===== config.mk =====
export PLATFORM = sky130hd
export DESIGN_NAME = msrv32_integer_file_flat
export DESIGN_NICKNAME = d
export VERILOG_FILES = /design/src/rtl/msrv32_integer_file_if.sv /design/src/rtl/msrv32_integer_file.sv /design/src/flat_wrapper.sv
export SDC_FILE = /design/constraint.sdc
export NUM_CORES = 2
export LEC_CHECK = 0
export BUFFER_PORTS_ARGS = -buffer_cell sky130_fd_sc_hd__buf_4
export CELL_PAD_IN_SITES_DETAIL_PLACEMENT = 0
export CELL_PAD_IN_SITES_GLOBAL_PLACEMENT = 2
export CORE_ASPECT_RATIO = 1.1
export CORE_MARGIN = 2
export CORE_UTILIZATION = 44
export CTS_CLUSTER_SIZE = 28
export DETAILED_ROUTE_END_ITERATION = 6
export GPL_TIMING_DRIVEN = 1
export HOLD_SLACK_MARGIN = 0.12
export MAX_ROUTING_LAYER = met4
export PLACE_DENSITY = 0.94
export SETUP_SLACK_MARGIN = 0.5
export SLEW_MARGIN = 0
export SYNTH_ARGS = -nofsm -noshare
export SYNTH_HDL_FRONTEND = slang
export SYNTH_SLANG_ARGS = --single-unit

===== constraint.sdc =====
create_clock -name clk_in -period 49 [get_ports clk_in]
set_input_delay 2.45 -clock clk_in [delete_from_list [all_inputs] [get_ports clk_in]]
set_output_delay 2.45 -clock clk_in [all_outputs]
set_load 0.1 [all_outputs]

===== src/rtl/msrv32_integer_file_if.sv =====
// rtl/msrv32_integer_file_if.sv - read/write port bundle of the msrv32 integer register file
interface msrv32_integer_file_if #(
   parameter int XLEN   = 32,
   parameter int AWIDTH = 5
);
   logic [AWIDTH-1:0] rs_1_addr_in;
   logic [AWIDTH-1:0] rs_2_addr_in;
   logic [AWIDTH-1:0] rd_addr_in;
   logic              wr_en_in;
   logic [XLEN-1:0]   rd_in;
   logic [XLEN-1:0]   rs_1_out;
   logic [XLEN-1:0]   rs_2_out;

   modport master (
      output rs_1_addr_in, rs_2_addr_in, rd_addr_in, wr_en_in, rd_in,
      input  rs_1_out, rs_2_out
   );

   modport slave (
      input  rs_1_addr_in, rs_2_addr_in, rd_addr_in, wr_en_in, rd_in,
      output rs_1_out, rs_2_out
   );
endinterface


===== src/rtl/msrv32_integer_file.sv =====
// rtl/msrv32_integer_file.sv - x0..x31 register file, two combinational read ports, one write port with bypass
module msrv32_integer_file #(
   parameter int XLEN   = 32,
   parameter int AWIDTH = 5
) (
   input logic                  clk_in,
   input logic                  rst_in,
   msrv32_integer_file_if.slave bus
);
   localparam int NREG = 2 ** AWIDTH;

   // x0 has no storage; the array starts at x1
   logic [XLEN-1:0] regs [1:NREG-1];
   logic [XLEN-1:0] rs_1_val;
   logic [XLEN-1:0] rs_2_val;
   logic            wr_ok;
   logic            bypass_1;
   logic            bypass_2;

   assign wr_ok    = bus.wr_en_in && (bus.rd_addr_in != '0) && !rst_in;
   assign bypass_1 = wr_ok && (bus.rd_addr_in == bus.rs_1_addr_in);
   assign bypass_2 = wr_ok && (bus.rd_addr_in == bus.rs_2_addr_in);

   always_ff @(posedge clk_in or posedge rst_in) begin
      if (rst_in) begin
         for (int i = 1; i < NREG; i++) begin
            regs[i] <= '0;
         end
      end else if (wr_ok) begin
         for (int i = 1; i < NREG; i++) begin
            if (bus.rd_addr_in == AWIDTH'(i)) begin
               regs[i] <= bus.rd_in;
            end
         end
      end
   end

   always_comb begin
      rs_1_val = '0;
      rs_2_val = '0;
      for (int i = 1; i < NREG; i++) begin
         if (bus.rs_1_addr_in == AWIDTH'(i)) begin
            rs_1_val = regs[i];
         end
         if (bus.rs_2_addr_in == AWIDTH'(i)) begin
            rs_2_val = regs[i];
         end
      end
   end

   assign bus.rs_1_out = bypass_1 ? bus.rd_in : rs_1_val;
   assign bus.rs_2_out = bypass_2 ? bus.rd_in : rs_2_val;
endmodule


===== src/flat_wrapper.sv =====
// flat-port wrapper written by rule: the top's interface ports become plain ports
module msrv32_integer_file_flat 
#(
   parameter int XLEN   = 32,
   parameter int AWIDTH = 5
)
  (clk_in, rst_in, bus_rs_1_addr_in, bus_rs_2_addr_in, bus_rd_addr_in, bus_wr_en_in, bus_rd_in, bus_rs_1_out, bus_rs_2_out);
  msrv32_integer_file_if #(.XLEN(XLEN), .AWIDTH(AWIDTH)) bus_i ();
  input logic clk_in;
  input logic rst_in;
  input wire logic [$bits(bus_i.rs_1_addr_in)-1:0] bus_rs_1_addr_in;
  input wire logic [$bits(bus_i.rs_2_addr_in)-1:0] bus_rs_2_addr_in;
  input wire logic [$bits(bus_i.rd_addr_in)-1:0] bus_rd_addr_in;
  input wire logic [$bits(bus_i.wr_en_in)-1:0] bus_wr_en_in;
  input wire logic [$bits(bus_i.rd_in)-1:0] bus_rd_in;
  output wire logic [$bits(bus_i.rs_1_out)-1:0] bus_rs_1_out;
  output wire logic [$bits(bus_i.rs_2_out)-1:0] bus_rs_2_out;
  assign bus_i.rs_1_addr_in = bus_rs_1_addr_in;
  assign bus_i.rs_2_addr_in = bus_rs_2_addr_in;
  assign bus_i.rd_addr_in = bus_rd_addr_in;
  assign bus_i.wr_en_in = bus_wr_en_in;
  assign bus_i.rd_in = bus_rd_in;
  assign bus_rs_1_out = bus_i.rs_1_out;
  assign bus_rs_2_out = bus_i.rs_2_out;
  msrv32_integer_file #(.XLEN(XLEN), .AWIDTH(AWIDTH)) u_core (.clk_in(clk_in), .rst_in(rst_in), .bus(bus_i));
endmodule

==> impl_metrics.yaml <==
critical_path:
  r2r_setup_slack_ns: 48.05
  crit_required_ns: 46.55
  arrival_ns: 7.64
  start_kind: "input port"
  r2r_cells: 1
  r2r_start: "u_core.regs[623]"
  crit_top_cell: "buf_4"
  crit_start: "bus_rs_2_addr_in[1]"
  critical_path.cell_chain: "buf_6 > buf_4 > buf_4 > or2_2 > buf_4 > o21ai_0 > a221oi_1 > o21ai_0 > a31oi_1 > buf_4"
  end_kind: "output pin"
  cpMaxStageDelayCell: "a31oi_1"
  r2r-end: "u_core.regs[623]"
  cp-endpoint: "bus_rs_2_out[29]"
  worstPathMaxFanout: 29
  cp_slowest_stage_delay_ns: 0.88
  path_class: "in -> out"
timing:
  finalHoldViolCount: 0
  worst_pin_slew_ns: 1.55
  tns_ns: 0
  min_period_over_period_pct: 20.6
  slew_violations: 7
  setup_viol: 0
  fin_skew_ns: 0
  fin_crit_ns: 10.09
  rsz0062_at_grt: "no"
  fmax_ghz: 0.0992
  slew_headroom_pct: -3.71
global_routing:
  overflow: 0
  grt_pass1_wl_um: 383000
  track_usage_pct: 42.8
  grt_max_degree: 130
  antenna_found_initial: 30
  grt_pass1_vias: 48900
synth:
  synthFlopType: "dfrtp_1"
  synth_compound_area_share_pct: 19.9
  synth-xor-area-share_pct: 0.190
  syn_nets: 5350
  yosysWarnings: 0
  synth_top_area_share_pct: 44.9
  synth_top_family_by_area: "multiplexers"
  netlist_area_um2: 55300
  synth.distinct_cells: 101
  synthCells: 5300
  synth_mux_area_share_pct: 21.9
  synth.top_cells.by_area: "dfrtp_1 45%, mux2_2 21%, o21ai_0 3.4%"
  synthSimpleGateAreaFrac_pct: 8.98
  synth_largest_area_cell: "dfrtp_1"
  synth_edf_count: 0
  seq_area_frac_synth_pct: 44.9
  ys_seq_elements: 992
  synthArstFlopShare_pct: 100
  synthAdderAreaFrac_pct: 0
  syn_area_per_cell_um2: 10.4
floorplan:
  core.rowCount: 136
  start_util_pct: 44.3
  core-area_um2: 125000
  die_h_um: 376
  io_pins: 114
  fp.dieArea_um2: 129000
  die_w_um: 342
routing:
  drtPass1Iterations: 7
  postRouteAntennaNets: 0
  vias: 51900
  drtIter0Drc: 9656
  wl_per_cell_um: 39.2
  drt-total-wl_um: 274000
  drc_errors: 9
  vias_per_cell: 7.43
placement:
  port_buffers: 113
  globalplace.congestion: 1.12
  hpwlAfterDp_um: 188000
finish:
  top_register: "u_core.regs"
  top_regs: "u_core.regs x992"
  largest_register_ff_count: 992
  nFillCells: 11500
  drive_above_1_share_pct: 31.1
  area_growth_syn_to_layout_pct: 11.2
  final_core_util_pct: 49.2
  num-nets-final: 5252
clocking:
  cts_buffers: 106
  cts_tree: "built"
  post-cts-setup-buffers: 0
  clk_latency_ns: 0.77
  clk_pin_slew_ns: 0.06
  clk_path_buf_depth: 3
  clock-sinks: 992
  cts-resized-gates: 0
  htreeDepth: 3
  hold_buffers: 0
  root_buffer: "clkbuf_16"
run_status:
  status: "finished, violations left"
  violations: "DRC, capacitance limit, slew limit"
min_path:
  worstHoldPathType: "reg -> reg"
  min-delay-start: "u_core.regs[714]"
power_and_ir_drop:
  vdd_drop_max_uv: 26.3
  powerDensity_nw_per_um2: 37.5
  leakagePower_nw: 27.1
flow_run:
  cap_violations: 1
-- report_power, final --
group	internal, W	switching [W]
clock network	0.000488	0.000365
registers	0.000927	0.000108
logic	0.000147	0.000271
-- worst min-delay path by stage --
stage	end	slack [ns]	cells past startpoint
after CTS	u_core.regs[323]	0.51	1
after floorplan	u_core.regs[323]	0.48	1
after global routing	u_core.regs[887]	0.54	1
final	u_core.regs[714]	0.51	1
after detailed placement	u_core.regs[323]	0.50	1
after global placement	u_core.regs[714]	0.49	1
-- per-stage QoR --
stage	power, W	setup slack, ns	area [um2]	hold slack, ns	std cells
CTS	0.00228	39.36	61400	0.514	6947
detailed placement	0.00144	39.37	57800	0.499	6750
global placement	0.00143	39.36	57800	0.491	6750
global route	0.00235	39.16	61500	0.536	6979
finish	0.00231	38.91	61500	0.512	6985
floorplan	0.00128	18.64	55300	0.479	5300
-- kinds of logic (layout without fill, tap and decap cells) --
logic type	count (synthesis)	after routing
AO/OA/AOI/OAI	1664	1664
multiplexers	1079	1079
AND/OR/NAND/NOR	1025	1025
flip-flops	992	992
buffers and inverters	528	519
XOR/XNOR	12	12
other	0	38
-- cell usage in the layout (no fill, tap or decap), drive strengths merged, types with 26 or more instances in the layout --
| cell | synthesis | routed |
|---|---|---|
| o31ai | 26 | 26 |
| a22o | 29 | 29 |
| a21o | 34 | 34 |
| o221ai | 43 | 43 |
| a21oi | 265 | 265 |
| nor3 | 85 | 85 |
| nand3 | 85 | 85 |
| a31oi | 72 | 72 |
| o21a | 29 | 29 |
| mux2i | 58 | 58 |
| clkbuf | 297 | 163 |
| diode | 0 | 38 |
| mux2 | 1018 | 1018 |
| nor2b | 31 | 31 |
| buf | 215 | 306 |
| o211ai | 38 | 38 |
| a221oi | 82 | 82 |
| dfrtp | 992 | 992 |
| nand2 | 302 | 302 |
| nor2 | 319 | 319 |
| a22oi | 184 | 184 |
| o22ai | 228 | 228 |
| or3 | 31 | 31 |
| a211oi | 46 | 46 |
| o21ai | 388 | 388 |
| a32oi | 39 | 39 |
-- per-layer routing --
metal	share of wire [%]	vias up	GRT usage, %
met2	41	4785	58.6
li1	-	19900	-
met1	36	25800	51.6
met4	8.8	0	28.0
met5	0	-	-
met3	15	1448	17.2
-- Yosys cell counts, types with 15 or more instances --
cell,count
o31ai_1,26
or2_2,19
mux2_2,1018
o221a_2,17
o2bb2ai_1,18
a221oi_1,81
inv_1,15
a221o_1,21
a21oi_1,264
nor3_1,81
mux2i_1,58
a21o_1,34
a22oi_1,184
a32oi_1,39
nand4_1,23
a31oi_1,72
o221ai_1,43
o21a_1,29
o22ai_1,228
o21ai_0,380
o211ai_1,38
or3_1,31
nand2_1,299
a22o_1,29
dfrtp_1,992
nor2b_1,31
nand2b_1,22
buf_1,56
buf_4,20
buf_2,131
nor2_1,303
clkbuf_1,296
a211oi_1,46
nand3_1,84
-- layout make-up --
cell class              instances  area [um2]  area share, %
multi-input cells            3780       28500           46.3
flip-flops and latches        992       24800           40.4
clock buffers                 163        3220           5.24
repair buffers                306        2320           3.77
well taps                    1656        2070           3.37
clock inverters                34         405          0.659
diodes                         38        95.1          0.155
inverters                      16        67.6          0.110
-- critical path: cells and delay by family --
kind                   cells  cell delay (ns)
AO/OA/AOI/OAI              4             2.29
buffers and inverters      5             2.46
AND/OR/NAND/NOR            1             0.30
(Power assumes the default switching activity.)
